## src/rtl/sort_pkg.sv

```systemverilog
// Shared constants for the sequential weight sorter: FSM encoding, default lane geometry, counter sizing.
// No logic of its own; imported by the sorter top and its compare-and-swap cell.
package sort_pkg;

  localparam int NUM_DEF      = 8;
  localparam int CHAR_W_DEF   = 4;
  localparam int WEIGHT_W_DEF = 5;

  localparam logic [1:0] ST_IDLE = 2'd0;
  localparam logic [1:0] ST_SORT = 2'd1;
  localparam logic [1:0] ST_DONE = 2'd2;

  // Pass counter must be able to hold the value NUM itself.
  function automatic int pass_cnt_w(input int n);
    return $clog2(n + 1);
  endfunction

endpackage

```

## src/rtl/sort_cmp_swap.sv

```systemverilog
// One compare-and-swap cell: orders a (char, weight) pair by unsigned weight; combinational, 0 cycles.
// No handshake; equal weights never swap so the lower lane keeps priority.
module sort_cmp_swap #(
  parameter int CHAR_W   = 4,
  parameter int WEIGHT_W = 5
) (
  input  logic [CHAR_W-1:0]   a_chr,
  input  logic [WEIGHT_W-1:0] a_wgt,
  input  logic [CHAR_W-1:0]   b_chr,
  input  logic [WEIGHT_W-1:0] b_wgt,
  input  logic                descend,
  output logic [CHAR_W-1:0]   lo_chr,
  output logic [WEIGHT_W-1:0] lo_wgt,
  output logic [CHAR_W-1:0]   hi_chr,
  output logic [WEIGHT_W-1:0] hi_wgt,
  output logic                swapped
);

  assign swapped = descend ? (a_wgt < b_wgt) : (a_wgt > b_wgt);

  assign lo_chr = swapped ? b_chr : a_chr;
  assign lo_wgt = swapped ? b_wgt : a_wgt;
  assign hi_chr = swapped ? a_chr : b_chr;
  assign hi_wgt = swapped ? a_wgt : b_wgt;

endmodule

```

## src/rtl/seq_sort_ip.sv

```systemverilog
// Iterative odd-even transposition sorter of NUM (char, weight) lanes, stable, early exit; 2..NUM passes.
// Single request in flight: in_ready only in IDLE, result held in DONE until out_ready.
module seq_sort_ip
  import sort_pkg::*;
#(
  parameter int NUM      = NUM_DEF,
  parameter int CHAR_W   = CHAR_W_DEF,
  parameter int WEIGHT_W = WEIGHT_W_DEF
) (
  input  logic                         clk,
  input  logic                         rst,
  input  logic                         in_valid,
  output logic                         in_ready,
  input  logic [NUM*CHAR_W-1:0]        in_character,
  input  logic [NUM*WEIGHT_W-1:0]      in_weight,
  input  logic                         in_descend,
  output logic                         out_valid,
  input  logic                         out_ready,
  output logic [NUM*CHAR_W-1:0]        out_character,
  output logic [NUM*WEIGHT_W-1:0]      out_weight
);

  localparam int PW = pass_cnt_w(NUM);
  localparam logic [PW-1:0] PASS_MAX = PW'(NUM);
  localparam logic [PW-1:0] PASS_MIN = PW'(2);

  logic [1:0]          state;
  logic [PW-1:0]       pass_cnt;
  logic [PW-1:0]       pass_nxt;
  logic                prev_swap;
  logic                descend_q;
  logic                any_swap;
  logic                sort_done;

  logic [CHAR_W-1:0]   chr_q   [NUM];
  logic [WEIGHT_W-1:0] wgt_q   [NUM];
  logic [CHAR_W-1:0]   chr_nxt [NUM];
  logic [WEIGHT_W-1:0] wgt_nxt [NUM];

  logic [CHAR_W-1:0]   lo_chr  [NUM-1];
  logic [WEIGHT_W-1:0] lo_wgt  [NUM-1];
  logic [CHAR_W-1:0]   hi_chr  [NUM-1];
  logic [WEIGHT_W-1:0] hi_wgt  [NUM-1];
  logic                swp     [NUM-1];

  assign in_ready  = (state == ST_IDLE) && !rst;
  assign out_valid = (state == ST_DONE);

  for (genvar j = 0; j < NUM - 1; j++) begin : g_cell
    sort_cmp_swap #(
      .CHAR_W   (CHAR_W),
      .WEIGHT_W (WEIGHT_W)
    ) u_cell (
      .a_chr   (chr_q[j]),
      .a_wgt   (wgt_q[j]),
      .b_chr   (chr_q[j+1]),
      .b_wgt   (wgt_q[j+1]),
      .descend (descend_q),
      .lo_chr  (lo_chr[j]),
      .lo_wgt  (lo_wgt[j]),
      .hi_chr  (hi_chr[j]),
      .hi_wgt  (hi_wgt[j]),
      .swapped (swp[j])
    );
  end

  // Even passes use cells 0,2,4..; odd passes use 1,3,5..; the active cells never share a lane.
  always_comb begin
    any_swap = 1'b0;
    for (int i = 0; i < NUM; i++) begin
      chr_nxt[i] = chr_q[i];
      wgt_nxt[i] = wgt_q[i];
    end
    for (int j = 0; j < NUM - 1; j++) begin
      if (j[0] == pass_cnt[0]) begin
        chr_nxt[j]   = lo_chr[j];
        wgt_nxt[j]   = lo_wgt[j];
        chr_nxt[j+1] = hi_chr[j];
        wgt_nxt[j+1] = hi_wgt[j];
        any_swap     = any_swap | swp[j];
      end
    end
  end

  // Two consecutive quiet passes (one odd, one even) prove the lanes are ordered.
  assign pass_nxt  = pass_cnt + PW'(1);
  assign sort_done = (pass_nxt == PASS_MAX) ||
                     ((pass_nxt >= PASS_MIN) && !any_swap && !prev_swap);

  always_ff @(posedge clk) begin
    if (rst) begin
      state     <= ST_IDLE;
      pass_cnt  <= '0;
      prev_swap <= 1'b0;
      descend_q <= 1'b0;
      for (int i = 0; i < NUM; i++) begin
        chr_q[i] <= '0;
        wgt_q[i] <= '0;
      end
    end else begin
      case (state)
        ST_IDLE: begin
          if (in_valid) begin
            for (int i = 0; i < NUM; i++) begin
              chr_q[i] <= in_character[(NUM-1-i)*CHAR_W +: CHAR_W];
              wgt_q[i] <= in_weight[(NUM-1-i)*WEIGHT_W +: WEIGHT_W];
            end
            descend_q <= in_descend;
            pass_cnt  <= '0;
            prev_swap <= 1'b1;
            state     <= ST_SORT;
          end
        end
        ST_SORT: begin
          for (int i = 0; i < NUM; i++) begin
            chr_q[i] <= chr_nxt[i];
            wgt_q[i] <= wgt_nxt[i];
          end
          pass_cnt  <= pass_nxt;
          prev_swap <= any_swap;
          if (sort_done) begin
            state <= ST_DONE;
          end
        end
        ST_DONE: begin
          if (out_ready) begin
            state <= ST_IDLE;
          end
        end
        default: state <= ST_IDLE;
      endcase
    end
  end

  // Lane registers are only exposed once the result is final.
  always_comb begin
    out_character = '0;
    out_weight    = '0;
    if (state == ST_DONE) begin
      for (int i = 0; i < NUM; i++) begin
        out_character[(NUM-1-i)*CHAR_W +: CHAR_W]     = chr_q[i];
        out_weight[(NUM-1-i)*WEIGHT_W +: WEIGHT_W]    = wgt_q[i];
      end
    end
  end

endmodule

```

## config.mk

```make
export PLATFORM = sky130hd
export DESIGN_NAME = seq_sort_ip
export DESIGN_NICKNAME = d
export VERILOG_FILES = /design/src/rtl/sort_pkg.sv /design/src/rtl/sort_cmp_swap.sv /design/src/rtl/seq_sort_ip.sv
export SDC_FILE = /design/constraint.sdc
export NUM_CORES = 1
export LEC_CHECK = 0
export CELL_PAD_IN_SITES_DETAIL_PLACEMENT = 1
export CELL_PAD_IN_SITES_GLOBAL_PLACEMENT = 2
export CORE_UTILIZATION = 44
export CTS_CLUSTER_DIAMETER = 80
export DETAILED_ROUTE_END_ITERATION = 10
export DONT_BUFFER_PORTS = 1
export HOLD_SLACK_MARGIN = 0.02
export PLACE_DENSITY_LB_ADDON = 0.1
export REMOVE_ABC_BUFFERS = 1
export SLEW_MARGIN = 20
export SYNTH_ARGS = -nofsm -noshare
export SYNTH_HDL_FRONTEND = slang
export SYNTH_HIERARCHICAL = 1
export SYNTH_SLANG_ARGS = --single-unit
```

## constraint.sdc

```tcl
create_clock -name clk -period 6.87 [get_ports clk]
set_input_delay 0.687 -clock clk [delete_from_list [all_inputs] [get_ports clk]]
set_output_delay 0.687 -clock clk [all_outputs]
set_load 0.01 [all_outputs]
```

# Word level (Yosys, flattened, before mapping)
# Memory sizes are Yosys's and may differ from the RTL's.
# Cells that the tools add are included.
[classes] add_sub_neg=1 n_lt_le_gt_ge=15 eq_ne=6 muxes=107 n_bitwise=38 reduce_logical=12
[ops] operator="5-bit two-way mux" n=30
[ops] operator="4-bit two-way mux" n=31
[ops] operator="10-bit two-way mux" n=7
[ops] operator="8-bit two-way mux" n=7
[ops] operator="40-bit two-way mux" n=1
[ops] operator="1-bit bitwise OR" n=38
[ops] operator="5-bit greater-than comparator" n=7
[ops] operator="5-bit < comparator" n=7
[ops] operator="32-bit two-way mux" n=1
[ops] operator="1-bit two-way mux" n=24
[ops] operator="4-bit one-hot mux with 2 select lines" n=1
[ops] operator="2-bit two-way mux" n=3
[ops] operator="2-bit one-hot mux with 3 select lines" n=1
[ops] operator="4-bit by 1-bit adder with 4-bit output (second input constant)" n=1
[ops] operator="4-bit equality test (second input constant)" n=1
[ops] operator="4-bit by 2-bit greater-or-equal comparator with 1-bit output (second input constant)" n=1
[ops] operator="2-bit inequality test (second input constant)" n=2
[ops] operator="2-bit AND reduction" n=2
[ops] operator="1-bit logical AND" n=3
[ops] operator="1-bit logical NOT" n=3
[ops] operator="3-bit AND reduction" n=1
[ops] operator="2-bit by 1-bit equality test with 1-bit output (second input constant)" n=1
[ops] operator="2-bit equality test (second input constant)" n=1
[ops] operator="2-bit logical NOT" n=1
[ops] operator="other kinds (4)" n=4
[totals] reg_bits=8 ram_bits=72 out_inout_bits=74 word_cells=185 n_memories=2
[memory_table] memory="wgt_q" words=8 word_bits=5 read_ports=8 rd_ports_with_merged_regs=0 write_ports=8 line_no="seq_sort_ip.sv:36" rtl="logic [WEIGHT_W-1:0] wgt_q [NUM];"
[memory_table] memory="chr_q" words=8 word_bits=4 read_ports=8 rd_ports_with_merged_regs=0 write_ports=8 line_no="seq_sort_ip.sv:35" rtl="logic [CHAR_W-1:0] chr_q [NUM];"

# Depth between registers and ports, before layout
# Gate-level depths: netlist (run 1).
[logic_depth] ltp_word=21 ltp_mapped=10

# Cells and area by module
# The synthesis (run 1) kept the hierarchy.
[by_module_without_submodules] mod="sort_cmp_swap" n_inst=7 cells_per_inst=87 area_each_um2=688.2 seq_area_each_um2=0.0
[by_module_without_submodules] mod="seq_sort_ip" n_inst=1 cells_per_inst=425 area_each_um2=4530.6 seq_area_each_um2=2322.2

# Least setup slack after synthesis (run 1)
# No wires, ideal clock.
[synth_path] path_kind="register -> register" start="mem wgt_q[1][3] (netlist: wgt_q[0][8])" end="reg state[1]" arrival_time_ns=2.664 required_time_ns=6.800 path_slack_ns=4.135 stages_incl_launch_ff=11 period_less_slack_ns=2.735 path_cell_list="edfxtp_1 -> inv_1 -> ha_1 -> nand4_2 -> o221ai_4 -> mux2i_4 -> inv_1 -> nor4_1 -> a21oi_1 -> or4_1 -> a21oi_1"
[synth_rtl] item="start, declared" line_no="seq_sort_ip.sv:36"
[synth_rtl] item="end signal, assigned" line_no="seq_sort_ip.sv:92" rtl="state <= ST_IDLE;"
[synth_rtl] item="end signal, assigned" line_no="seq_sort_ip.sv:111" rtl="state <= ST_SORT;"
[synth_rtl] item="end signal, assigned" line_no="seq_sort_ip.sv:122" rtl="state <= ST_DONE;"
[synth_rtl] item="end, declared" line_no="seq_sort_ip.sv:27" rtl="logic [1:0] state;"

==> results of run 1 <==
-- flip-flops by register name (all words and copies together), names as in the netlist --
name,count
chr_q,32
descend_q,1
pass_cnt,4
prev_swap,1
state,2
wgt_q,40
-- cells by family (layout without fill, tap and decap cells) --
family          Yosys count  after routing  synth area share, %
compound gates          395            395                 28.7
xor+xnor                  2              2                0.187
fa+ha+maj                37             37                 4.95
buf+inv                 142             73                 6.77
flops                    80             80                 24.8
mux                     190            190                 23.2
simple gates            188            188                 11.4
-- layout make-up --
cell class	instances	area [um^2]	area share (%)
multi-input cells	812	6400	66.5
flip-flops and latches	80	2330	24.2
well taps	270	338	3.51
clock buffers	11	233	2.42
inverters	51	191	1.99
repair buffers	6	77.6	0.806
clock inverters	5	56.3	0.585
-- metrics by stage --
stage	hold WS [ps]	util (%)	worst slack, ps	area [um^2]	total power, mW
6_report	386	46.8	3130	9630	3.44
5_1_grt	390	46.8	2930	9630	3.66
4_1_cts	372	46.7	3130	9600	3.43
3_5_place_dp	539	45.3	3150	9310	2.91
3_3_place_gp	500	45.3	3240	9310	2.83
2_1_floorplan	484	-	1300	8910	2.43
-- cell usage after synthesis, types with 8 or more instances --
master,number,area (um^2)
buf_2,16,80.1
a31oi_1,91,569
clkbuf_1,50,188
mux2_4,35,526
nor2_1,16,60.1
o21ai_0,136,681
mux2i_1,146,1460
nand2_1,58,218
dfxtp_1,8,160
inv_1,51,191
and2_1,80,500
ha_1,37,463
a211oi_1,10,75.1
a22oi_1,93,698
buf_4,17,128
a21oi_1,11,55.1
a22o_1,18,158
edfxtp_1,72,2160
-- power by group --
| group | internal (mW) | switching (mW) |
|---|---|---|
| combinational | 0.904 | 1.18 |
| sequential | 0.642 | 0.211 |
| clock | 0.283 | 0.227 |
-- worst min path at each step --
stage | start | endpoint | slack [ps] | depth (start not counted)
floorplan | prev_swap | prev_swap | 480 | 2
global placement | prev_swap | prev_swap | 500 | 2
detailed placement | prev_swap | prev_swap | 540 | 2
CTS | rst | descend_q | 370 | 1
global route | rst | descend_q | 390 | 1
finish | rst | descend_q | 390 | 1
-- metal layers --
| metal | up-vias | track usage (%) | wire, um |
|---|---|---|---|
| li1 | 3832 | - | - |
| met5 | - | 0 | 0 |
| met2 | 208 | 47.4 | 14800 |
| met4 | 0 | 9.48 | 699 |
| met3 | 49 | 2.84 | 1110 |
| met1 | 4198 | 35.2 | 13200 |
==> key figures, run 1 <==
Outcome
  – Outcome: finished clean

STA
  – RSZ-0062 raised after global routing: false
  – Slew HR: between 30% and 40%
  – Fin crit share: 54.5%
  – Setup violators final: 0
  – Final clock skew: ~5.8 ps
  – Slew Viols, Final: 0
  – F_max: roughly 270 MHz
  – Post-route minimum period: between 3000 and 4000 ps
  – Final hold vios: 0
  – Worst Tran Pin Value: between 1000 and 1500 ps
  – Fin Setup TNS: 0 ps

Logic synthesis
  – Ys flop type: edfxtp_1
  – Yosys reg bits: 80
  – Netlist Area Pre-Place: between 9000 and 10000 um^2
  – Cell count after synthesis: 1034
  – Sequential cell area fraction in the yosys report: 24.8%
  – Yosys Warn Count: 6
  – Async SR Flop Fraction: 0%
  – Avg Synthesized Cell Area: 9.04 um^2
  – Post-synth cell types: 43
  – EDFF count, synth: a little over 70

Power
  – Pleak: around 3.6 nW
  – Power Dens Cells: 357 nW/um^2
  – Max IR drop VDD: 0.000202 V

Floorplan
  – IO Count: 151
  – Core area: about 21000 um^2
  – Die area: around 22000 um^2
  – Die W: approximately 150 um
  – Die height: ~150 um
  – Initial cell density of the core: between 40% and 50%
  – FP Rows: 52

Job
  – MaxCap Viol Count: 0

Place
  – Post-Place Cells: ~1200
  – Gpl congestion: 0.935
  – PortBufs: 0
  – Post-DP HPWL: 20.4 mm

Worst setup path
  – Setup crit end kind: flop
  – Critical path origin: wgt_q[0][8]
  – CP max stage cell: edfxtp_1
  – CP Cell Sequence: inv_1 -> ha_1 -> nand4_2 -> o221ai_4 -> mux2i_4 -> inv_1 -> nor4_1 -> a21oi_1 -> or4_1 -> a21oi_1
  – CP required: a little over 7000 ps
  – Worst R2R End: state[1]
  – WP data arrival: ~4000 ps
  – Setup CP Type: reg2reg
  – Worst stage delay on the critical path: ~600 ps
  – Buf/Inv on CP: 2
  – Critical path destination: state[1]
  – R2R depth: 10
  – Levels on crit path: 10
  – CP delay by family, top: simple AND/OR/NAND/NOR gates
  – Register-to-register setup slack: around 3100 ps
  – Worst r2r src: wgt_q[0][8]
  – CP max FO: 18
  – Worst setup SP type: flop

Clock tree
  – CTS clk-pin slew, worst paths: roughly 70 ps
  – Number of post-CTS setup repair buffers: 0
  – CTS tree: yes
  – Hold_buf cts: 0
  – # clock sinks: 80
  – CTS buffer count: 9
  – Max clock buf depth: 2
  – Max H-tree Level: 3
  – Root buffer cell: clkbuf_16
  – Post-cts repair resize count: 0
  – Clk Latency, worst-skew pair: 350 ps

Finish
  – Area Overhead vs Synth: 3.01%
  – Share of cells above drive strength 1: 10.5%
  – Most common cell after layout, fill and taps aside: mux2i_1
  – # nets final: between 1000 and 1500
  – Filler Cell Count: ~2400
  – Layout Cells excl Fill: 1235
  – ANT cells: 0
  – Most frequent cells in the layout: mux2i_1 (146), o21ai_0 (136), a22oi_1 (93)

Global routing
  – First-pass GRT wire length: about 47 mm
  – Initial antenna violation count: 0
  – Vias in the first global route: approximately 8600
  – Grt total ovfl: 0
  – Largest net degree at the start of global routing: ~200
  – GRT Resource Usage Total: a little over a quarter

Drt
  – Remaining DRCs: 0
  – Vias/cell: 6.71
  – Final WL: 29.8 mm
  – Initial drt markers: ~630
  – DRT Pass-1 Iters: 5
  – Post-route ant nets: 0
  – Vias post-DR: between 8000 and 9000
  – DR WL/cell: 24.1 um

Hold path
  – Hold Crit Class: in2reg
(Power assumes the default switching activity.)
==> inputs of run 2 (changes only) <==
Settings changed: CORE_UTILIZATION 44 to 40.
Clock period 6.87 ns to 3.5 ns, I/O delays scaled along.
==> run 2 against run 1 <==
Hold slack lost 330 ps. Power grew 100%. Combinational power grew 100%. Global-route usage shrank 1.7 points. Final cell count grew 6.2%. Core utilization shrank 3.3 points. Via count shrank 1.2%. Routed wire length grew 2.6%. Sequential power grew 90%. Highest routed layer unchanged.
==> key figures, run 2 (synthesis results as in run 1) <==
Outcome
  – Outcome: finished clean

Global routing
  – First-pass GRT wire length: between 40 and 50 mm
  – Grt total ovfl: 0
  – Vias in the first global route: about 8300
  – GRT Resource Usage Total: 25.7%
  – Initial antenna violation count: 1
  – Largest net degree at the start of global routing: 56

Clock tree
  – Max clock buf depth: 2
  – Root buffer cell: clkbuf_16
  – Clk Latency, worst-skew pair: roughly 350 ps
  – Hold_buf cts: 0
  – CTS tree: yes
  – Max H-tree Level: 3
  – CTS clk-pin slew, worst paths: approximately 70 ps
  – Post-cts repair resize count: 0
  – # clock sinks: 80
  – CTS buffer count: 9
  – Number of post-CTS setup repair buffers: 0

Finish
  – Layout Cells excl Fill: ~1300
  – Register Area: ~2300 um^2
  – Area Overhead vs Synth: 6.09%
  – ANT cells: 0
  – # nets final: about 1100
  – Filler Cell Count: between 2000 and 3000
  – Largest register FFs: 40
  – Share of cells above drive strength 1: 13.5%
  – Biggest regs: wgt_q: 40 flops, chr_q: 32 flops, pass_cnt: 4 flops
  – Most frequent cells in the layout: mux2i_1 (146), o21ai_0 (136), a22oi_1 (93)
  – Most common cell after layout, fill and taps aside: mux2i_1
  – Largest Register: wgt_q
  – Area used by multi-input combinational logic: roughly 6400 um^2

STA
  – F_max: ~320 MHz
  – Worst hold slack: 53.4 ps
  – Setup violators final: 0
  – Slew HR: between 30% and 40%
  – Slew Viols, Final: 0
  – Final clock skew: about 11 ps
  – Worst Tran Pin Value: 1030 ps
  – Fin Setup TNS: 0 ps
  – Final hold vios: 0
  – Post-route minimum period: roughly 3000 ps
  – Fin crit share: 88.2%
  – RSZ-0062 raised after global routing: false

Floorplan
  – FP Rows: 55
  – Die height: between 150 and 200 um
  – Core area: between 20000 and 25000 um^2
  – Die W: roughly 150 um
  – Die area: 24000 um^2
  – Initial cell density of the core: between 40% and 50%
  – IO Count: between 150 and 200

Drt
  – Vias post-DR: between 8000 and 9000
  – Post-route ant nets: 0
  – Initial drt markers: 610
  – Remaining DRCs: 0
  – DRT Pass-1 Iters: 5
  – Final WL: between 30 and 40 mm
  – DR WL/cell: about 23 um
  – Vias/cell: about 6.2

Worst setup path
  – CP required: about 3800 ps
  – Worst setup SP type: flop
  – CP max FO: 18
  – Setup crit end kind: flop
  – Setup CP Type: reg2reg
  – WP data arrival: about 3400 ps

Hold path
  – Hold Crit Class: in2reg

Power
  – Power Dens Cells: 694 nW/um^2
  – Max IR drop VDD: roughly 0.00024 V
  – Overall Power: between 6 and 7 mW
  – Pleak: roughly 3.8 nW

Place
  – Post-Place Cells: roughly 1300
  – Post-DP HPWL: 21.4 mm
  – Gpl congestion: roughly 0.80
  – PortBufs: 0

Job
  – MaxCap Viol Count: 0
## run 2: changes by cell type in the layout (fill, tap and decap cells not counted)
cell / previous run / this run
clkinv_2: 2 / 3
nand2b_1: 6 / 7
buf_16: 1 / 0
clkbuf_1: 2 / 1
inv_6: 1 / 0
clkinv_4: 0 / 1
nand2b_2: 1 / 0
buf_4: 4 / 39
## run 2: final cells by class
cell class / count / share of cell area [%]
Clock buffer: 10 / 2.31
Timing Repair Buffer: 40 / 3.15
Sequential cell: 80 / 23.5
Multi-Input combinational cell: 812 / 64.5
Tap cell: 313 / 3.95
Clock inverter: 6 / 0.618
Inverter: 51 / 1.93
## run 2: metrics by stage
| stage | area (um^2) | setup slack (ps) | util (%) |
|---|---|---|---|
| 2_1_floorplan | 8910 | -2070 | - |
| 3_3_place_gp | 9630 | 515 | 42.3 |
| 3_5_place_dp | 9630 | 456 | 42.3 |
| 4_1_cts | 9920 | 421 | 43.5 |
| 5_1_grt | 9920 | 148 | 43.5 |
| 6_report | 9920 | 412 | 43.5 |
## run 2: final timing paths
check	startpoint	endpoint	slack (ps)	cells past startpoint
setup / recovery	wgt_q[0][2]	state[1]	410	9
hold / removal	rst	descend_q	50	1
setup reg to reg	wgt_q[0][2]	state[1]	410	9
hold reg to reg	prev_swap	prev_swap	530	2
## run 2: layer usage
layer,track usage [%],vias to the layer above,routed length (um)
met5,0,-,0
met4,7.31,0,465
met3,2.59,30,1110
met2,43.5,187,14800
met1,34.5,4079,14200
li1,-,3891,-
## run 2: where the power goes
group,total (mW),switching [mW],internal [mW]
Sequential,1.62,0.365,1.26
Clock,1.00,0.447,0.552
Combinational,4.26,2.36,1.90
## run 2: critical path: stages (launching register included)
cell and delay (ps):
edfxtp_1 460, ha_1 390, nand4_2 140, o221ai_4 580, mux2i_4 350, inv_1 70
nor4_1 260, a21oi_1 130, or4_1 480, a21oi_1 150
